$ cat src/rtl/bayer_mosaic.sv
// bayer_mosaic: raster RGB stream to single-channel Bayer stream, followed by
// zero flush rows and a one-cycle done pulse per frame.
module bayer_mosaic #(
    parameter int width      = 320,
    parameter int height     = 240,
    parameter int FLUSH_ROWS = 2,
    parameter int PATTERN    = 0
) (
    input  logic       clk,
    input  logic       reset,
    input  logic [7:0] iR,
    input  logic [7:0] iG,
    input  logic [7:0] iB,
    input  logic       iValid,
    output logic       oReady,
    output logic [7:0] oData,
    output logic       oValid,
    output logic       oDone
);
    localparam int F      = width * FLUSH_ROWS;
    localparam int F_LAST = F > 0 ? F - 1 : 0;
    localparam int XW     = width > 1 ? $clog2(width) : 1;
    localparam int YW     = height > 1 ? $clog2(height) : 1;
    localparam int FW     = F > 1 ? $clog2(F) : 1;
    // Red sits at {y[0],x[0]} == PATTERN and blue diagonally opposite; green fills the rest.
    localparam logic [1:0] R_POS = 2'(PATTERN);

    typedef enum logic [1:0] {ACTIVE, FLUSH, DONE} state_t;

    state_t        state_q, state_d;
    logic [XW-1:0] x_q, x_d;
    logic [YW-1:0] y_q, y_d;
    logic [FW-1:0] f_q, f_d;
    logic [7:0]    data_q, data_d;
    logic          valid_q, valid_d;
    logic          done_q, done_d;
    logic          accept, last_x, last_px;
    logic [1:0]    pos;
    logic [7:0]    pix;

    assign oReady = (state_q == ACTIVE) && !reset;
    assign oData  = data_q;
    assign oValid = valid_q;
    assign oDone  = done_q;

    always_comb begin
        accept  = iValid && oReady;
        last_x  = x_q == XW'(width - 1);
        last_px = last_x && (y_q == YW'(height - 1));
        pos     = {y_q[0], x_q[0]};
        pix     = pos == R_POS ? iR : pos == ~R_POS ? iB : iG;
        state_d = state_q;
        x_d     = x_q;
        y_d     = y_q;
        f_d     = f_q;
        data_d  = 8'd0;
        valid_d = 1'b0;
        done_d  = 1'b0;
        case (state_q)
            ACTIVE: if (accept) begin
                data_d  = pix;
                valid_d = 1'b1;
                x_d     = last_x ? '0 : x_q + 1'b1;
                y_d     = last_px ? '0 : last_x ? y_q + 1'b1 : y_q;
                if (last_px) state_d = F == 0 ? DONE : FLUSH;
            end
            FLUSH: begin
                valid_d = 1'b1;
                f_d     = f_q + 1'b1;
                if (f_q == FW'(F_LAST)) state_d = DONE;
            end
            default: begin
                done_d  = 1'b1;
                x_d     = '0;
                y_d     = '0;
                f_d     = '0;
                state_d = ACTIVE;
            end
        endcase
    end

    always_ff @(posedge clk) begin
        if (reset) begin
            state_q <= ACTIVE;
            x_q     <= '0;
            y_q     <= '0;
            f_q     <= '0;
            data_q  <= 8'd0;
            valid_q <= 1'b0;
            done_q  <= 1'b0;
        end else begin
            state_q <= state_d;
            x_q     <= x_d;
            y_q     <= y_d;
            f_q     <= f_d;
            data_q  <= data_d;
            valid_q <= valid_d;
            done_q  <= done_d;
        end
    end
endmodule

$ cat config.mk
export PLATFORM = sky130hd
export DESIGN_NAME = bayer_mosaic
export DESIGN_NICKNAME = d
export VERILOG_FILES = /design/src/rtl/bayer_mosaic.sv
export SDC_FILE = /design/constraint.sdc
export NUM_CORES = 1
export LEC_CHECK = 0
export ABC_AREA = 1
export CAP_MARGIN = 25
export CORE_MARGIN = 3
export CORE_UTILIZATION = 50
export CTS_CLUSTER_SIZE = 30
export DETAILED_ROUTE_END_ITERATION = 6
export DONT_BUFFER_PORTS = 1
export HOLD_SLACK_MARGIN = 0.05
export SLEW_MARGIN = 20
export SYNTH_ARGS = -nofsm -noshare
export SYNTH_HDL_FRONTEND = slang
export SYNTH_SLANG_ARGS = --single-unit
$ cat constraint.sdc
create_clock -name clk -period 1.92 [get_ports clk]
set_input_delay 0.096 -clock clk [delete_from_list [all_inputs] [get_ports clk]]
set_output_delay 0.096 -clock clk [all_outputs]
set_load 0.005 [all_outputs]
==> run summary <==
max-cap viol count: 0
Post-Syn Nets: 319
P&R area growth vs syn: 12.8%
Power Density: 690 nW/um2
Post-Place Cells: 335
core area: 3720 um2
Synth Instances: 289
Iteration-0 DRC Markers: 93
Skew-Pair Late Insertion Delay: 290 ps
Register Area: 781 um2
P_leak: 0.887 nW
ANT nets after route: 0
WP data required: 2110 ps
Fill cells: 366
Mapped Area: 1960 um2
wire per inst: 11.7 um
CTS max path bufs: 2
Std-Cell Rows: 22
Gate power share: 6.1%
starting density of the core: 52.8%
Hold Buf Count CTS: 10
vias in the first global route: 1530
Tcrit/Tclk final: 87.2%
worst slew pin tran: 373 ps
internal cell power: 0.00118 W
cts repair resizes: 0
fin util: 59.6%
initial antenna violation count: 0
clock sinks: 39
YS warnings: 0
routed wire length: 4130 um
slew margin rel.: 75.1%
Post-route DRC: 0
Setup TNS: 0 ps
Layout Skew: 4.20 ps
die width: 68.6 um
Slew Viols, Final: 0
sw frac: 22.5%
all-layer global routing usage: 18.3%
EDFF count, synth: 0
commonest non-fill, non-tap cell in the layout: nand2_1
Primary FF master, synth: dfxtp_1
largest net degree at the start of global routing: 17
Root Buffer: clkbuf_8
Fin. Hold Viols: 0
Max VDD drop: 470 uV
Mean Syn Cell Area: 6.79 um2
# port buffers: 0
Net Switching: 0.000343 W
final setup fails: 0
CTS Buf Count: 5
CP max FO: 10
Final Wtd Congestion: 0.840
DIE HEIGHT: 68.6 um
CP Launch Type: flip-flop
RSZ-0062 raised after global routing: false
setup bufs post-CTS: 0
post-synthesis cell type count: 26
Clock Pin Slew Worst Setup and Hold Paths: 80 ps
ys async rst share: 0%
layout cell share with drive strength beyond 1: 6.23%
fin crit period: 1680 ps
critical path arrival: 1870 ps
first-pass GRT wire length: 6520 um
part of the power in registers: 54.1%
Seq/Total Area, Yosys: 39.8%
FF-to-FF Start: x_q[1]$_SDFFE_PP0P_
drt pass-1 iters: 4
CP Class: flip-flop to flip-flop
CTS H-tree depth: 2
Hold WC Path Type: input pin to flip-flop
FF+latch count, synth: 39
Crit. End Element: flip-flop
Top Ports: 38
worst setup margin: 245 ps
area of the multi-input gates: 1020 um2
Critical Path Source: x_q[1]$_SDFFE_PP0P_
grt ovf: 0
Vias/cell: 5.08
Die ar.: 4710 um2
DP Worst Slack: 270 ps
FMAX: 597 MHz
n_diodes: 0
via count: 1794
final cell count without fillers: 353
WHS: 97.8 ps
Clk network pwr share: 39.8%
min-delay src: iG[6]
internal reg-to-reg setup slack: 240 ps
Nets: 334
outcome: finished clean
most frequent cells in the layout: nand2_1 (67), nor2_1 (51), dfxtp_1 (39), inv_1 (33), a21oi_1 (29)
Final HPWL DP: 2950 um
CTS tree: yes
[per-stage QoR]
step                area (um2)  power [W]
finish                    2210    0.00153
detailed placement        2010   0.000919
global route              2210    0.00160
CTS                       2210    0.00156
floorplan                 1960   0.000908
global placement          2010   0.000919
[worst paths after layout]
kind	to	cells after the start
setup / recovery	y_q[5]$_SDFFE_PP0P_	10
hold / removal	oData[6]$_SDFF_PP0_	4
setup reg to reg	y_q[5]$_SDFFE_PP0P_	10
hold reg to reg	f_q[5]$_SDFFE_PP0N_	2
[critical path, cell delays in order, from the launching register on]
cell and delay (ps):
dfxtp_1 360, ha_1 180, nand2_1 80, nor2_1 220
nand2_1 190, nand2_4 140, nand2_4 90, nand2_2 160
nand2_1 70, nand2_1 60, nor2_1 30
[registers in the layout (all words and copies together) (netlist names)]
| signal | flops |
|---|---|
| state_q | 2 |
| y_q | 8 |
| x_q | 9 |
| oData | 8 |
| oDone | 1 |
| f_q | 10 |
| oValid | 1 |
[synth_stat cells (all sizes together), types with 2 or more instances]
cell type	number	area (um2)
o21ai	12	60.1
nor2	52	211
nor3	3	20.0
clkbuf	2	7.51
nand3	25	138
xor2	3	26.3
nand2	71	292
dfxtp	39	781
nor3b	2	15.0
buf	3	27.5
a21oi	29	145
o21bai	2	15.0
nand4	6	37.5
ha	3	37.5
inv	33	124
[layout make-up]
class	instances	share of cell area (%)
flip-flops and latches	39	35.3
clock inverters	1	0.339
repair buffers	13	5.54
multi-input cells	211	46.0
well taps	48	2.71
clock buffers	7	4.35
inverters	34	5.82
[kinds of logic after synthesis]
| group | after synthesis | share of synthesized area, % |
|---|---|---|
| AO/OA/AOI/OAI | 45 | 11.9 |
| flip-flops | 39 | 39.8 |
| XOR/XNOR | 3 | 1.34 |
| AND/OR/NAND/NOR | 160 | 36.7 |
| adder cells (fa/ha/maj) | 3 | 1.91 |
| buffers and inverters | 39 | 8.35 |
[power groups by stage]
stage / Sequential [W] / Combinational, W / Clock, W
global route: 0.000828 / 0.000104 / 0.000664
global placement: 0.000846 / 0.0000734 / 0
detailed placement: 0.000846 / 0.0000730 / 0
CTS: 0.000827 / 0.0000925 / 0.000641
floorplan: 0.000844 / 0.0000635 / 0
finish: 0.000827 / 0.0000926 / 0.000609
[metal layers]
| metal | track usage, % | wire (um) | up-vias |
|---|---|---|---|
| li1 | - | - | 963 |
| met1 | 22.8 | 1980 | 787 |
| met2 | 29.7 | 1860 | 39 |
| met3 | 6.16 | 247 | 5 |
| met4 | 5.21 | 44 | 0 |
| met5 | 0 | 0 | - |
Power figures use the tool's default switching activity.
